`src/rtl/key_mapper_if.sv`:
```
// HID keycode byte stream from the host interface into key_mapper.
// A byte moves on a cycle where ReportValid && ReportReady.
interface key_mapper_if;
    logic       ReportValid;
    logic       ReportReady;
    logic [7:0] ReportByte;
    logic       ReportLast;

    modport master (
        output ReportValid,
        output ReportByte,
        output ReportLast,
        input  ReportReady
    );

    modport slave (
        input  ReportValid,
        input  ReportByte,
        input  ReportLast,
        output ReportReady
    );
endinterface

```
`src/rtl/key_mapper.sv`:
```
// key_mapper: folds HID boot-keyboard reports into a 9-bit key mask
// (8 directions + start) and publishes it once per frame on Keycode,
// with a start-key edge pulse. Reports with a rollover code are dropped,
// and keys read as released after TIMEOUT_CYCLES without a good report.
// Optional macro KEY_STICKY_EN: reports committed within one frame are
// ORed, so a tap shorter than a frame is still seen for one frame.
module key_mapper #(
    parameter int unsigned NUM_SLOTS      = 6,
    parameter int unsigned TIMEOUT_CYCLES = 2500000
) (
    input  logic         Clk,
    input  logic         Reset_n,
    key_mapper_if.slave  rpt,
    input  logic         FrameStart,
    output logic [7:0]   Keycode,
    output logic         StartPulse,
    output logic         Overflow
);

    localparam int unsigned CW = $clog2(NUM_SLOTS + 1);
    localparam int unsigned TW = $clog2(TIMEOUT_CYCLES + 1);

    typedef enum logic {COLLECT, COMMIT} state_t;

    state_t          state_q, state_d;
    logic [8:0]      acc_q, acc_d;
    logic [CW-1:0]   cnt_q, cnt_d;
    logic            discard_q, discard_d;
    logic [8:0]      pending_q, pending_d;
    logic [TW-1:0]   tmo_q, tmo_d;
    logic            prev_start_q, prev_start_d;
    logic [7:0]      key_q, key_d;
    logic            sp_q, sp_d;
    logic            ovf_q, ovf_d;
`ifdef KEY_STICKY_EN
    logic [8:0]      last_q, last_d;
`endif

    logic xfer;
    logic commit_ok;
    logic tmo_hit;

    // Mask layout: [8] start, [7:4] P1 {L,R,U,D}, [3:0] P2 {L,R,U,D}.
    function automatic logic [8:0] map_key(input logic [7:0] code);
        logic [8:0] m;
        m = '0;
        case (code)
            8'h04: m[7] = 1'b1;
            8'h07: m[6] = 1'b1;
            8'h1A: m[5] = 1'b1;
            8'h16: m[4] = 1'b1;
            8'h50: m[3] = 1'b1;
            8'h4F: m[2] = 1'b1;
            8'h52: m[1] = 1'b1;
            8'h51: m[0] = 1'b1;
            8'h28, 8'h2C: m[8] = 1'b1;
            default: m = '0;
        endcase
        return m;
    endfunction

    assign rpt.ReportReady = (state_q == COLLECT);
    assign xfer            = rpt.ReportValid && rpt.ReportReady;
    assign commit_ok       = (state_q == COMMIT) && !discard_q;
    assign tmo_hit         = (tmo_q == TW'(TIMEOUT_CYCLES));

    assign Keycode    = key_q;
    assign StartPulse = sp_q;
    assign Overflow   = ovf_q;

    // State register and all datapath registers.
    always_ff @(posedge Clk or negedge Reset_n) begin
        if (!Reset_n) begin
            state_q      <= COLLECT;
            acc_q        <= '0;
            cnt_q        <= '0;
            discard_q    <= 1'b0;
            pending_q    <= '0;
            tmo_q        <= '0;
            prev_start_q <= 1'b0;
            key_q        <= '0;
            sp_q         <= 1'b0;
            ovf_q        <= 1'b0;
`ifdef KEY_STICKY_EN
            last_q       <= '0;
`endif
        end else begin
            state_q      <= state_d;
            acc_q        <= acc_d;
            cnt_q        <= cnt_d;
            discard_q    <= discard_d;
            pending_q    <= pending_d;
            tmo_q        <= tmo_d;
            prev_start_q <= prev_start_d;
            key_q        <= key_d;
            sp_q         <= sp_d;
            ovf_q        <= ovf_d;
`ifdef KEY_STICKY_EN
            last_q       <= last_d;
`endif
        end
    end

    // Next-state: report collection FSM, pending/timeout update, frame sampling.
    always_comb begin
        state_d      = state_q;
        acc_d        = acc_q;
        cnt_d        = cnt_q;
        discard_d    = discard_q;
        pending_d    = pending_q;
        tmo_d        = tmo_q;
        prev_start_d = prev_start_q;
        key_d        = key_q;
        sp_d         = 1'b0;
        ovf_d        = ovf_q;
`ifdef KEY_STICKY_EN
        last_d       = last_q;
`endif

        case (state_q)
            COLLECT: begin
                if (!tmo_hit) tmo_d = tmo_q + 1'b1;
                if (xfer) begin
                    if (cnt_q == CW'(NUM_SLOTS)) begin
                        ovf_d = 1'b1;
                    end else begin
                        acc_d = acc_q | map_key(rpt.ReportByte);
                        cnt_d = cnt_q + 1'b1;
                    end
                    if (rpt.ReportByte == 8'h01) discard_d = 1'b1;
                    if (rpt.ReportLast) state_d = COMMIT;
                end
            end
            COMMIT: begin
                acc_d     = '0;
                cnt_d     = '0;
                discard_d = 1'b0;
                state_d   = COLLECT;
            end
            default: state_d = COLLECT;
        endcase

        // Frame sampling always reads pending_q, so a same-cycle commit or
        // timeout clear only becomes visible on the following frame.
`ifdef KEY_STICKY_EN
        if (FrameStart) pending_d = last_q;
        if (commit_ok) begin
            pending_d = (FrameStart ? 9'd0 : pending_q) | acc_q;
            last_d    = acc_q;
            tmo_d     = '0;
        end else if (tmo_hit) begin
            pending_d = '0;
            last_d    = '0;
        end
`else
        if (commit_ok) begin
            pending_d = acc_q;
            tmo_d     = '0;
        end else if (tmo_hit) begin
            pending_d = '0;
        end
`endif

        if (FrameStart) begin
            key_d        = pending_q[7:0];
            sp_d         = pending_q[8] && !prev_start_q;
            prev_start_d = pending_q[8];
        end
    end

endmodule

```
`src/flat_wrapper.sv`:
```
// flat-port wrapper written by rule: the top's interface ports become plain ports
module key_mapper_flat 
#(
    parameter int unsigned NUM_SLOTS      = 6,
    parameter int unsigned TIMEOUT_CYCLES = 2500000
)
  (Clk, Reset_n, FrameStart, Keycode, StartPulse, Overflow, rpt_ReportValid, rpt_ReportByte, rpt_ReportLast, rpt_ReportReady);
  key_mapper_if rpt_i ();
  input  logic Clk;
  input  logic Reset_n;
  input  logic FrameStart;
  output logic [7:0] Keycode;
  output logic StartPulse;
  output logic Overflow;
  input wire logic [$bits(rpt_i.ReportValid)-1:0] rpt_ReportValid;
  input wire logic [$bits(rpt_i.ReportByte)-1:0] rpt_ReportByte;
  input wire logic [$bits(rpt_i.ReportLast)-1:0] rpt_ReportLast;
  output wire logic [$bits(rpt_i.ReportReady)-1:0] rpt_ReportReady;
  assign rpt_i.ReportValid = rpt_ReportValid;
  assign rpt_i.ReportByte = rpt_ReportByte;
  assign rpt_i.ReportLast = rpt_ReportLast;
  assign rpt_ReportReady = rpt_i.ReportReady;
  key_mapper #(.NUM_SLOTS(NUM_SLOTS), .TIMEOUT_CYCLES(TIMEOUT_CYCLES)) u_core (.Clk(Clk), .Reset_n(Reset_n), .rpt(rpt_i), .FrameStart(FrameStart), .Keycode(Keycode), .StartPulse(StartPulse), .Overflow(Overflow));
endmodule
```
`config.mk`:
```
export PLATFORM = sky130hd
export DESIGN_NAME = key_mapper_flat
export DESIGN_NICKNAME = d
export VERILOG_FILES = /design/src/rtl/key_mapper_if.sv /design/src/rtl/key_mapper.sv /design/src/flat_wrapper.sv
export SDC_FILE = /design/constraint.sdc
export NUM_CORES = 1
export LEC_CHECK = 0
export CAP_MARGIN = 40
export CORE_MARGIN = 2
export CORE_UTILIZATION = 61
export CTS_BUF_LIST = sky130_fd_sc_hd__clkbuf_4 sky130_fd_sc_hd__clkbuf_8 sky130_fd_sc_hd__clkbuf_16
export DETAILED_ROUTE_END_ITERATION = 7
export PLACE_DENSITY = 0.93
export SKIP_CTS_REPAIR_TIMING = 1
export SYNTH_ARGS = -nofsm -noshare
export SYNTH_HDL_FRONTEND = slang
export SYNTH_SLANG_ARGS = --single-unit
```
`constraint.sdc`:
```
create_clock -name Clk -period 3.9 [get_ports Clk]
set_input_delay 0.585 -clock Clk [delete_from_list [all_inputs] [get_ports Clk]]
set_output_delay 0.585 -clock Clk [all_outputs]
set_load 0.1 [all_outputs]
```
# ---- Word level (Yosys, flattened, before mapping)
# Cells that the tools add are included.
dict set report word_totals {
  ff_bits 56
  latch_bits 0
  ram_bits 0
  mem_bits_ro 0
  input_bits 13
  out_inout_bits 11
  wordCells 97
  mem_count 0
}
dict set report op_classes {
  add_sub_neg 2
  multipliers 0
  div 0
  n_lt_le_gt_ge 0
  n_eq_ne 18
  shifts 0
  muxes 54
  bitwise 2
  n_reduce_logical 11
}
# op n
set ops {}
lappend ops {{two-way mux 22 bit} 3}
lappend ops {{two-way mux 1 bit} 41}
lappend ops {{two-way mux 9 bit} 4}
lappend ops {{== test 8 x 7 -> 1 bit (second input constant)} 4}
lappend ops {{adder 22 x 1 -> 22 bit (second input constant)} 1}
lappend ops {{== test 22 bit (second input constant)} 1}
lappend ops {{one-hot mux 9 bit (2 select lines)} 1}
lappend ops {{== test 8 x 3 -> 1 bit (second input constant)} 2}
lappend ops {{== test 8 x 5 -> 1 bit (second input constant)} 2}
lappend ops {{== test 8 x 6 -> 1 bit (second input constant)} 2}
lappend ops {{OR 9 bit} 1}
lappend ops {{== test 8 x 1 -> 1 bit (second input constant)} 1}
lappend ops {{inequality test 2 bit (second input constant)} 4}
lappend ops {{two-way mux 3 bit} 2}
lappend ops {{one-hot mux 3 bit (2 select lines)} 1}
lappend ops {{AND reduction 2 bit} 3}
lappend ops {{one-hot mux 1 bit (2 select lines)} 2}
lappend ops {{adder 3 x 1 -> 3 bit (second input constant)} 1}
lappend ops {{== test 3 bit (second input constant)} 1}
lappend ops {{logical AND 1 bit} 3}
lappend ops {{AND reduction 3 bit} 1}
lappend ops {{logical NOT 1 bit} 2}
lappend ops {{inequality test 2 x 1 -> 1 bit (second input constant)} 1}
lappend ops {{nonzero test 2 bit} 1}
lappend ops {{other kinds (2)} 2}

# ---- Logic depth before layout (Yosys ltp)
dict set report logic_depth {
  ltp_word 10
  ltp_mapped 6
  mapped_depth_nobuf 6
}

# ---- Least setup slack after synthesis
# OpenSTA, ideal clock, no wires.
dict set report synth_timing {
  kind {reg2out}
  start {reg u_core.state_q}
  end {out rpt_ReportReady}
  arrival_ps 1615
  required_time_ps 3315
  slack_ps 1700
  stages_incl_launch_ff 4
  n_path_buf 2
  path_cell_list {dfrtp_1 buf_2 inv_1 clkbuf_1}
}
dict set report synth_between {
  elab_chain_len 1
}
# item line_no
set synth_rtl {}
lappend synth_rtl {{start: declaration} key_mapper.sv:25} ;# state_t state_q, state_d;
lappend synth_rtl {{start signal: assignment} key_mapper.sv:88} ;# state_q <= state_d;
lappend synth_rtl {{inverter 1 bit (no line)} n/a}
lappend synth_rtl {{end: declaration} flat_wrapper.sv:18} ;# output wire logic [$bits(rpt_i.ReportReady)-1:0] rpt_ReportReady;
# No other way between the ends.

# ---- Worst setup path in the final report
# Same ends and word-level chain as after synthesis.

==> metrics.md <==
| Metric | Value |
|---|---|
| Outcome | `finished, final reports clean` |
| Tightest slew margin relative to the limit | `0.577` |
| WL/cell | `17.1 um` |
| Yosys Warn Count | `0` |
| Setup TNS Final | `0 ns` |
| Fraction of final layout cells sized beyond drive strength 1 | `0.139` |
| Number of slew-limit violations in the final report | `0` |
| Startpoint of the most critical setup path | `u_core.state_q$_DFF_PN0_` |
| Maximum number of pins on one net before global-route repair | `38` |
| Initial cell density of the core | `0.629` |
| Post-synth EDFFs | `0` |
| Hold crit path type | `in2async` |
| Total wire length | `6.04 mm` |
| Final worst path period share | `0.618` |
| Post-synthesis cell count | `270` |
| Per-instance average area after synthesis | `10.1 sq um` |
| Clock tree root buffer cell | `sky130_fd_sc_hd__clkbuf_8` |
| Die Wd | `71.0 um` |
| Placement Rows | `24` |
| CTS buffer count | `5` |
| Most used cells in the layout excluding fill and tap cells | `sky130_fd_sc_hd__dfrtp_1, sky130_fd_sc_hd__nand2_1, sky130_fd_sc_hd__nor2_1` |
| Via count of the first global-routing pass | `between 2000 and 2500` |
| Library cells used by synthesis | `52` |
| Slack of the worst reg-to-reg path | `1.96 ns` |
| Detailed-route via count | `roughly 2300` |
| Register bit count reported by yosys | `56` |
| DPL Wire Length | `4.41 mm` |
| Actual slew at the worst max-slew pin | `0.633 ns` |
| Sum of overflow across all layers after global routing | `0` |
| CP max FO | `29` |
| Mapped Nets | `287` |
| Power density over the cells | `389 nW/um^2` |
| Ports placed on the boundary | `24` |
| Post-Syn Area | `2740 sq um` |
| Clock transition at the register clock pins on the worst setup and hold paths after CTS | `0.11 ns` |
| Launch instance of the worst register-to-register path | `u_core.state_q$_DFF_PN0_` |
| Final layout net count | `318` |
| GPL Wtd Cong | `a little under 1` |
| Final hold slack | `around 0.18 ns` |
| Non-filler instance count after layout | `354` |
| Endpoint of the lowest-slack register-to-register path | `u_core.pending_q[1]$_DFFE_PN0P_` |
| Number of antenna violations at the first check in global routing | `0` |
| VDD IR-drop max | `approximately 0.48 mV` |
| Post-route DRC | `0` |
| Final setup fails | `0` |
| Unrepaired setup endpoints after global routing | `false` |
| Total count of hold-check failures in the final report | `0` |
| DR vias/cell | `between 6 and 7` |
| Data arrival time of the worst path | `about 1.8 ns` |
| Crit. End Element | `output pin` |
| Final Power | `between 1 and 1.5 mW` |
| Number of cells after detailed placement | `346` |
| Start-to-end type of the worst setup path | `reg2out` |
| Maximum root-to-sink buffer count | `2` |
| Max Cap Viol | `0` |
| Final antenna diode count | `0` |
| Overall Global Routing Usage | `0.261` |
| Antenna Violating Nets Remaining | `0` |
| First DRT Iteration DRCs | `184` |
| H-Tree Depth | `2` |
| Nature of the critical path startpoint | `flip-flop` |
| Die H | `71.0 um` |
| Clock period minus worst slack | `2.41 ns` |
| Achievable clock frequency | `415 MHz` |
| Overall die area | `5040 sq um` |
| R2R cell count | `5` |
| Part of the Yosys area used for sequential elements | `0.512` |
| Area inside the core boundary | `4350 sq um` |
| CTS tree | `done` |
| Global-route wire length before repair | `10.2 mm` |
| Length of the first detailed-routing pass in iterations | `5` |
| Final setup skew | `0.0116 ns` |
| Worst-skew pair later-pin latency | `0.33 ns` |
| Clk sink count | `56` |
| Top_reg_cell synth | `sky130_fd_sc_hd__dfrtp_1` |
| Leakage Power | `1.46 nW` |
| Number of buffers inserted by port buffering | `23` |
| Area Overhead vs Synth | `19.0%` |
| Critical Path RT | `3.31 ns` |
| Share of flip-flops with an asynchronous set or reset after synthesis | `1.00` |
| Commonest non-fill, non-tap cell in the layout | `sky130_fd_sc_hd__dfrtp_1` |
-- logic make-up (layout without fill, tap and decap cells) --
family | after synthesis | in the layout | share of synthesized area
buffers and inverters | 20 | 52 | 0.0292
muxes | 15 | 15 | 0.0589
AOI/OAI and AO/OA | 65 | 65 | 0.158
adders and majority gates | 4 | 4 | 0.0183
and+or+nand+nor | 107 | 107 | 0.214
xor gates and xnor gates | 3 | 3 | 0.00960
DFF | 56 | 56 | 0.512
-- cells in the mapped netlist, types with 2 or more instances --
| master | instances | share of area |
|---|---|---|
| sky130_fd_sc_hd__a31o_2 | 2 | 0.0064 |
| sky130_fd_sc_hd__nand4_2 | 2 | 0.0091 |
| sky130_fd_sc_hd__mux2i_1 | 6 | 0.022 |
| sky130_fd_sc_hd__mux2_2 | 9 | 0.037 |
| sky130_fd_sc_hd__o21ai_0 | 17 | 0.031 |
| sky130_fd_sc_hd__buf_2 | 4 | 0.0073 |
| sky130_fd_sc_hd__nor4_1 | 5 | 0.011 |
| sky130_fd_sc_hd__ha_1 | 4 | 0.018 |
| sky130_fd_sc_hd__nor2_1 | 23 | 0.032 |
| sky130_fd_sc_hd__nor4bb_1 | 2 | 0.0073 |
| sky130_fd_sc_hd__nor3_1 | 7 | 0.013 |
| sky130_fd_sc_hd__a31oi_1 | 11 | 0.025 |
| sky130_fd_sc_hd__xnor2_1 | 2 | 0.0064 |
| sky130_fd_sc_hd__a41o_1 | 2 | 0.0073 |
| sky130_fd_sc_hd__nand3_1 | 3 | 0.0055 |
| sky130_fd_sc_hd__o31a_1 | 2 | 0.0064 |
| sky130_fd_sc_hd__nand4_1 | 5 | 0.011 |
| sky130_fd_sc_hd__clkbuf_1 | 5 | 0.0069 |
| sky130_fd_sc_hd__a41oi_1 | 4 | 0.013 |
| sky130_fd_sc_hd__and3_1 | 3 | 0.0069 |
| sky130_fd_sc_hd__a22o_1 | 2 | 0.0064 |
| sky130_fd_sc_hd__inv_1 | 9 | 0.012 |
| sky130_fd_sc_hd__a21oi_1 | 7 | 0.013 |
| sky130_fd_sc_hd__nor4b_1 | 3 | 0.0096 |
| sky130_fd_sc_hd__o21ai_1 | 2 | 0.0037 |
| sky130_fd_sc_hd__o211ai_1 | 5 | 0.014 |
| sky130_fd_sc_hd__buf_1 | 2 | 0.0027 |
| sky130_fd_sc_hd__nand2b_1 | 2 | 0.0046 |
| sky130_fd_sc_hd__dfrtp_1 | 56 | 0.51 |
| sky130_fd_sc_hd__o31ai_1 | 3 | 0.0082 |
| sky130_fd_sc_hd__nand2_1 | 37 | 0.051 |
| sky130_fd_sc_hd__o21a_1 | 3 | 0.0082 |
| sky130_fd_sc_hd__nor3b_1 | 2 | 0.0055 |
-- power breakdown --
group / total [mW] / leakage, nW / internal (mW) / switching, mW
clock network: 0.336 / 0.0452 / 0.131 / 0.205
logic: 0.258 / 0.645 / 0.102 / 0.156
registers: 0.673 / 0.770 / 0.621 / 0.0516
-- through the flow --
stage,cell area [sq um],setup WS (ns),util
CTS,3260,1.51,0.749
global route,3260,1.40,0.749
finish,3260,1.49,0.749
global placement,2990,1.44,0.686
detailed placement,3170,1.71,0.727
floorplan,2740,1.70,-
-- layer usage --
layer	up-vias	share of wire	track usage
met5	-	0	0
met4	0	0.013	0.117
met3	9	0.053	0.0584
met2	87	0.49	0.398
met1	1110	0.44	0.361
li1	1058	-	-
-- worst max-delay path: stages (launching register included) --
cell and delay, ns:
sky130_fd_sc_hd__dfrtp_1 0.54, sky130_fd_sc_hd__buf_16 0.24, sky130_fd_sc_hd__inv_1 0.34, sky130_fd_sc_hd__buf_4 0.37
-- layout make-up --
class | count | area, sq um
Sequential cell | 56 | 1400
Multi-Input combinational cell | 194 | 1260
Fill cell | 264 | 1090
Timing Repair Buffer | 35 | 408
Clock buffer | 5 | 68.8
Tap cell | 52 | 65.1
Inverter | 9 | 33.8
Clock inverter | 3 | 25.0
-- flip-flops by register name, indices dropped and copies added (netlist names) --
| signal | cells |
|---|---|
| u_core.Keycode | 8 |
| u_core.Overflow | 1 |
| u_core.StartPulse | 1 |
| u_core.acc_q | 9 |
| u_core.cnt_q | 3 |
| u_core.discard_q | 1 |
| u_core.pending_q | 9 |
| u_core.prev_start_q | 1 |
| u_core.state_q | 1 |
| u_core.tmo_q | 22 |
-- worst max-delay path by stage --
| stage | slack [ns] | to | cells past startpoint |
|---|---|---|---|
| 2_1_floorplan | 1.70 | rpt_ReportReady | 3 |
| 3_3_place_gp | 1.44 | rpt_ReportReady | 2 |
| 3_5_place_dp | 1.71 | u_core.acc_q[8]$_DFFE_PN0P_ | 5 |
| 4_1_cts | 1.51 | rpt_ReportReady | 3 |
| 5_1_grt | 1.40 | rpt_ReportReady | 3 |
| 6_report | 1.49 | rpt_ReportReady | 3 |
No activity file was read; power rests on OpenSTA's default activity.
